## src/rtl/pipeline_fetch.sv

```systemverilog
// Instruction fetch front end: owns the PC, drives a 1-cycle-latency imem and presents one
// instruction per cycle to decode, with stall, redirect and HALT handling.
module pipeline_fetch #(
  parameter int unsigned     PC_W     = 8,
  parameter int unsigned     IR_W     = 16,
  parameter logic [PC_W-1:0] RESET_PC = '0,
  parameter logic [IR_W-1:0] NOP_IR   = '0,
  parameter logic [2:0]      HALT_OPC = 3'b111
) (
  input  logic            clk,
  input  logic            rst,
  input  logic            stall,
  input  logic            redirect_valid,
  input  logic [PC_W-1:0] redirect_pc,
  output logic [PC_W-1:0] imem_addr,
  input  logic [IR_W-1:0] imem_rdata,
  output logic [IR_W-1:0] IR_out,
  output logic [PC_W-1:0] PC_out,
  output logic            valid_out,
  output logic            flush_1out,
  output logic            halted,
  output logic [15:0]     fetch_count
);

  typedef enum logic [1:0] {StFill, StRun, StHalt} state_e;

  localparam logic [PC_W-1:0] PcOne = PC_W'(1);

  state_e          state_q, state_d;
  logic [PC_W-1:0] pc_q;
  logic [15:0]     count_q, count_d;
  logic            is_halt_op;

  assign is_halt_op = (IR_out[IR_W-1 -: 3] == HALT_OPC);

  // Stall re-reads pc_q so imem_rdata stays stable while decode holds.
  always_comb begin
    imem_addr = pc_q + PcOne;
    if (redirect_valid) begin
      imem_addr = redirect_pc;
    end else if (state_q != StRun) begin
      imem_addr = pc_q;
    end else if (stall) begin
      imem_addr = pc_q;
    end
  end

  always_comb begin
    state_d = state_q;
    unique case (state_q)
      StFill: state_d = redirect_valid ? StFill : StRun;
      StRun: begin
        if (redirect_valid) begin
          state_d = StFill;
        end else if (!stall && is_halt_op) begin
          state_d = StHalt;
        end
      end
      StHalt: if (redirect_valid) state_d = StFill;
      default: state_d = StFill;
    endcase
  end

  always_comb begin
    count_d = count_q;
    if (state_q == StRun && !stall && !redirect_valid && count_q != 16'hFFFF) begin
      count_d = count_q + 16'd1;
    end
  end

  always_ff @(posedge clk or posedge rst) begin
    if (rst) begin
      state_q <= StFill;
      pc_q    <= RESET_PC;
      count_q <= '0;
    end else begin
      state_q <= state_d;
      pc_q    <= imem_addr;
      count_q <= count_d;
    end
  end

  always_comb begin
    valid_out = (state_q == StRun);
    IR_out    = valid_out ? imem_rdata : NOP_IR;
  end

  assign PC_out      = pc_q;
  assign flush_1out  = ~valid_out;
  assign halted      = (state_q == StHalt);
  assign fetch_count = count_q;

endmodule

```

## config.mk

```make
export PLATFORM = sky130hd
export DESIGN_NAME = pipeline_fetch
export DESIGN_NICKNAME = d
export VERILOG_FILES = /design/src/rtl/pipeline_fetch.sv
export SDC_FILE = /design/constraint.sdc
export NUM_CORES = 1
export LEC_CHECK = 0
export CAP_MARGIN = 25
export CORE_ASPECT_RATIO = 0.7
export CORE_MARGIN = 1.5
export CORE_UTILIZATION = 43
export DETAILED_ROUTE_END_ITERATION = 8
export PLACE_DENSITY = 0.86
export SLEW_MARGIN = 20
export SYNTH_ARGS = -nofsm -noshare
export SYNTH_HDL_FRONTEND = slang
export SYNTH_SLANG_ARGS = --single-unit
```

## constraint.sdc

```tcl
create_clock -name clk -period 2.4 [get_ports clk]
set_input_delay 0.36 -clock clk [delete_from_list [all_inputs] [get_ports clk]]
set_output_delay 0.36 -clock clk [all_outputs]
set_load 0.02 [all_outputs]
```

==> metrics, run 1 <==
status=finished, final reports clean; crit path kind=flip-flop to output port; Hold Crit Class=input pin to async pin; Post-Syn Instances=around 150; Hold Fails Final Rpt=0; f_max=~440 MHz; met3 GRT Util=under 10%; post-DP HPWL=about 3300 um; largest net degree at the start of global routing=27; P_leak=roughly 0.0011 uW; Port-buffer cells=between 70 and 80; max_slew headroom=70.7%; DR vias=1468; Post-synth EDFFs=0; worst-case vdd ir drop=0.000344 V; initial antenna violation count=0; met2 Track Usage GR=between 40 and 50%; synth top area cells=dfrtp_1 (42%), xor2_1 (6.8%), and2_1 (6.5%); Ys Warns=0; Pre-Repair DR Iteration Count=4; worst reg2reg path depth=5; Slew Viols, Final=0; Initial DRC Count=66; Final #Nets=268; routability-driven placement congestion ratio=between 0.8 and 0.9; Post-CTS Hold Buffers=0; total CTS buffers=3; clock net sink count=26; Wirelength per Cell=about 15 um; RSZ-0062 raised after global routing=false; Worst Setup End Kind=output port; global route overflow=0; sequential share of the synthesized area=42.2%; n_diodes=0; final WL=roughly 4300 um; DIE WIDTH=approximately 75 um; Synth Flop Type=dfrtp_1; Cell variety after synth=approximately 40; Critical Path AT=~1.9 ns; CP required=just over 2 ns; core area=between 0.003 and 0.004 mm2; Global Route met1 Usage=between 20% and 30%; CP max FO=18; Reg clk slew, reported paths=0.10 ns; final count of negative-setup-slack endpoints=0; final total power=about 1500 uW; CTS tree=built; initial core utilization=approximately 47%; most common cell in the netlist=dfrtp_1; CTS max path bufs=2; later-pin clock latency in the skew report=around 0.28 ns; post-synth top area share=42.2%; Setup WS post-layout=0.114 ns; # rows=17; Yosys reg bits=26; final worst-path cycle share=between 90% and 100%; post-layout min period=2.29 ns; Total Routing Usage GR=23.8%; # DRC=0; H-tree levels=1; vias per cell=roughly 5.2; Async S/R FF share, synth=100%; pre-CTS WS=-0.414 ns; share of cells above drive strength 1=between 10% and 20%; first-pass GRT wire length=approximately 7000 um; die height=53.1 um; IO Pins=79; Least-Margin Pin Slew=around 0.44 ns; Area growth syn-to-layout=62.6%; startpoint types=flip-flop; post-route ant nets=0; mean area per synthesized cell=approximately 10 um2; Cell Area, Synth=between 0.0015 and 0.002 mm2; pwr dens=605 mW/mm2; Synth top cells by count=dfrtp_1 (26), nand2_1 (17), and2_1 (16); die area=0.00396 mm2; final clock skew=~0.011 ns; root buffer cell=clkbuf_8; GRT busiest layer=met2; Mapped Nets=about 180; vias in the first global route=about 1500; Max-cap violations=0; leading area contributor after synthesis=dfrtp_1; setup bufs post-CTS=0
==> layer usage <==
layer	wire, um	vias up
met4	56	0
met3	253	8
met1	1840	707
met2	2170	52
li1	-	701
met5	0	-
==> worst paths after layout <==
kind / slack (ns) / endpoint / start
worst max register to register: 0.54 / fetch_count[1] / fetch_count[0]
max in group asynchronous: 1.71 / fetch_count[5] / rst
worst min register to register: 0.54 / fetch_count[0] / fetch_count[0]
worst max-delay path: 0.11 / IR_out[9] / state_q[0]
min in group clk: 0.54 / fetch_count[0] / fetch_count[0]
worst min-delay path: 0.43 / fetch_count[4] / rst
==> sequential cells by signal, indices dropped and copies added (netlist names) <==
name         cells
PC_out           8
state_q          2
fetch_count     16
==> worst max-delay path: stages, from the launching register on <==
cell and delay (ns):
dfrtp_1 0.48, nand2b_4 0.09, buf_4 0.16, inv_4 0.14
and2_1 0.17, clkdlybuf4s50_1 0.61
==> area by class of cell <==
cell class	instances	area (um2)
multi-input cells	114	868
repair buffers	88	833
fillers	236	772
flip-flops and latches	26	651
well taps	47	58.8
clock buffers	3	41.3
clock inverters	1	30.0
inverters	5	21.3
==> per-stage QoR <==
step / instance area, um2 / hold WS, ns / utilization, % / TNS, ns / cells
2_1_floorplan: 1540 / 0.400 / - / 0 / 148
3_3_place_gp: 2460 / 0.508 / 75.0 / -2.01 / 280
3_5_place_dp: 2460 / 0.529 / 75.0 / -2.43 / 280
4_1_cts: 2520 / 0.440 / 76.9 / -0.318 / 284
5_1_grt: 2500 / 0.460 / 76.4 / 0 / 284
6_report: 2500 / 0.427 / 76.4 / 0 / 284
==> timing repair <==
action	CTS	global route
gates resized for setup	10	28
endpoints found under the hold margin	0	0
endpoints found under the setup margin	8	8
==> cell families after synthesis <==
kind of cell               Yosys count  synth area share, %
and+or+nand+nor                     76                 35.5
DFF                                 26                 42.2
xor gates and xnor gates            16                 9.10
AOI/OAI and AO/OA                   15                 5.44
buffers and inverters                8                 2.03
muxes                                5                 4.06
adders and majority gates            2                 1.62
==> layout by cell type, fill, tap and decap left out, types with 3 or more instances in the layout <==
| cell | synthesis | final |
|---|---|---|
| nand3_1 | 4 | 4 |
| xor2_1 | 12 | 12 |
| nor4_1 | 4 | 4 |
| nand2_1 | 17 | 17 |
| nand4_1 | 5 | 5 |
| xnor2_1 | 4 | 4 |
| buf_4 | 0 | 10 |
| and2_1 | 16 | 16 |
| dfrtp_1 | 26 | 26 |
| nor3_1 | 6 | 6 |
| clkbuf_2 | 0 | 7 |
| clkbuf_8 | 0 | 3 |
| inv_1 | 4 | 4 |
| o21ai_0 | 10 | 9 |
| clkdlybuf4s50_1 | 0 | 69 |
==> report_power, final <==
group,internal (uW),total (uW),switching [uW]
registers,497,583,86.3
clock network,224,373,150
logic,281,558,277
total,1000,1520,513
No activity file was read; power rests on OpenSTA's default activity.
==> inputs of run 2 (changes only) <==
CORE_MARGIN = 2   (was 1.5)
==> metrics, run 2 (synthesized netlist as in run 1, its figures left out) <==
status=finished, final reports clean; DR vias=approximately 1400; # rows=18; max_slew headroom=~70%; Global Route met1 Usage=between 20 and 30%; met2 Track Usage GR=between 30% and 40%; Comb power frac=between 30% and 40%; Slew Viols, Final=0; sw power=slightly below 500 uW; Setup WS post-layout=around 0.13 ns; setup bufs post-CTS=0; root buffer cell=clkbuf_8; CP max FO=18; CTS max path bufs=2; final worst-path cycle share=94.8%; post-layout min period=between 2 and 2.5 ns; sequential cell fraction of total power=between 30 and 40%; Post-CTS Hold Buffers=0; worst reg2reg path depth=6; IO Pins=slightly below 80; die area=0.00408 mm2; core area=around 0.0035 mm2; Initial DRC Count=35; Total Routing Usage GR=22.0%; crit path to=IR_out[2]; largest net degree at the start of global routing=27; post-route ant nets=0; H-tree levels=1; final WL=4020 um; final count of negative-setup-slack endpoints=0; final total power=1490 uW; clock power share=between 20 and 25%; Slowest cell on crit path=clkdlybuf4s50_1; total CTS buffers=3; global route overflow=0; Reg2Reg Launch Point=state_q[1]; final clock skew=0.00441 ns; sw frac=~33%; RSZ-0062 raised after global routing=false; most common cell after layout, fill and taps aside=clkdlybuf4s50_1; Hold Fails Final Rpt=0; GRT busiest layer=met2; met3 GRT Util=6.37%; CP required=2.04 ns; initial core utilization=44.4%; first-pass GRT wire length=approximately 6500 um; Hold Slack=approximately 0.43 ns; end of the worst register-to-register path=fetch_count[14]; share of cells above drive strength 1=17.8%; die height=roughly 54 um; Util after Layout=between 70% and 80%; Internal=approximately 1000 uW; DIE WIDTH=75.5 um; f_max=roughly 440 MHz; P_leak=0.00110 uW; clock net sink count=26; startpoint types=flip-flop; pre-CTS WS=-0.363 ns; Max-cap violations=0; worst-case vdd ir drop=slightly above 0.0004 V; vias per cell=4.90; Port-buffer cells=78; Least-Margin Pin Slew=approximately 0.45 ns; # DRC=0; vias in the first global route=around 1400; Area growth syn-to-layout=64.2%; Largest stage delay, worst path=around 0.6 ns; later-pin clock latency in the skew report=~0.27 ns; Final #Nets=about 270; Cell Chain, Critical Path=nand2b_4 -> buf_4 -> clkinv_2 -> and2_1 -> clkdlybuf4s50_1; routability-driven placement congestion ratio=between 0.7 and 0.8; post-DP HPWL=roughly 3100 um; Pre-Repair DR Iteration Count=4; Critical Path AT=approximately 1.9 ns; Reg clk slew, reported paths=0.09 ns; Wirelength per Cell=~14 um; setup TNS=0 ns; n_diodes=0; Hold Crit Class=input pin to async pin; Worst Setup SP=state_q[1]; Worst Setup End Kind=output port; crit path kind=flip-flop to output port; Largest register FFs=16; initial antenna violation count=0; pwr dens=around 590 mW/mm2; most frequent cells in the layout=clkdlybuf4s50_1 (70), dfrtp_1 (26), nand2_1 (17), and2_1 (16), buf_4 (14); reg-to-reg slack, setup=around 0.56 ns; CTS tree=built
run 2: cell types whose count changed in the layout (fill, tap and decap cells not counted), moves of 2 or more:
cell	before	now
buf_4	10	14
buf_2	0	3
clkbuf_2	7	5
o21ai_1	1	3
run 2: layout make-up:
cell class              count  area, um2
clock buffers               3       41.3
fillers                   272        940
repair buffers             93        866
clock inverters             1       30.0
well taps                  50       62.6
flip-flops and latches     26        651
multi-input cells         114        858
inverters                   5       20.0
run 2: what timing repair did:
| item | CTS | global route |
|---|---|---|
| gates resized for setup | 22 | 14 |
| pin swaps | 0 | 0 |
| endpoints found under the setup margin | 8 | 7 |
| cloned | 0 | 0 |
run 2: power by group through the flow:
stage               registers (uW)  clock network, uW  logic [uW]
finish                         581                366         548
global route                   591                396         590
CTS                            581                376         558
detailed placement             590                  0         562
global placement               589                  0         557
floorplan                      652                  0         205
run 2: routing by layer:
layer  wire [um]  vias up
met2        1830       47
met1        1830      662
met4          77        0
met3         278        8
met5           0        -
li1            -      715
run 2: stage by stage:
stage / area [um2] / std cells
floorplan: 1540 / 148
global placement: 2500 / 288
detailed placement: 2500 / 288
CTS: 2560 / 292
global route: 2530 / 292
finish: 2530 / 292
run 2: worst min-delay path by stage:
| stage | startpoint | endpoint | cells past startpoint |
|---|---|---|---|
| after floorplan | rst | PC_out[0] | 1 |
| after global placement | fetch_count[0] | fetch_count[0] | 1 |
| after detailed placement | fetch_count[0] | fetch_count[0] | 1 |
| after CTS | rst | fetch_count[7] | 3 |
| after global routing | rst | fetch_count[7] | 3 |
| final | rst | fetch_count[7] | 3 |
run 2: critical path: cells and delay by family, from the launching register on:
family                 cells  cell delay, ns
DFF                        1            0.41
buffers and inverters      3            0.90
and+or+nand+nor            2            0.32
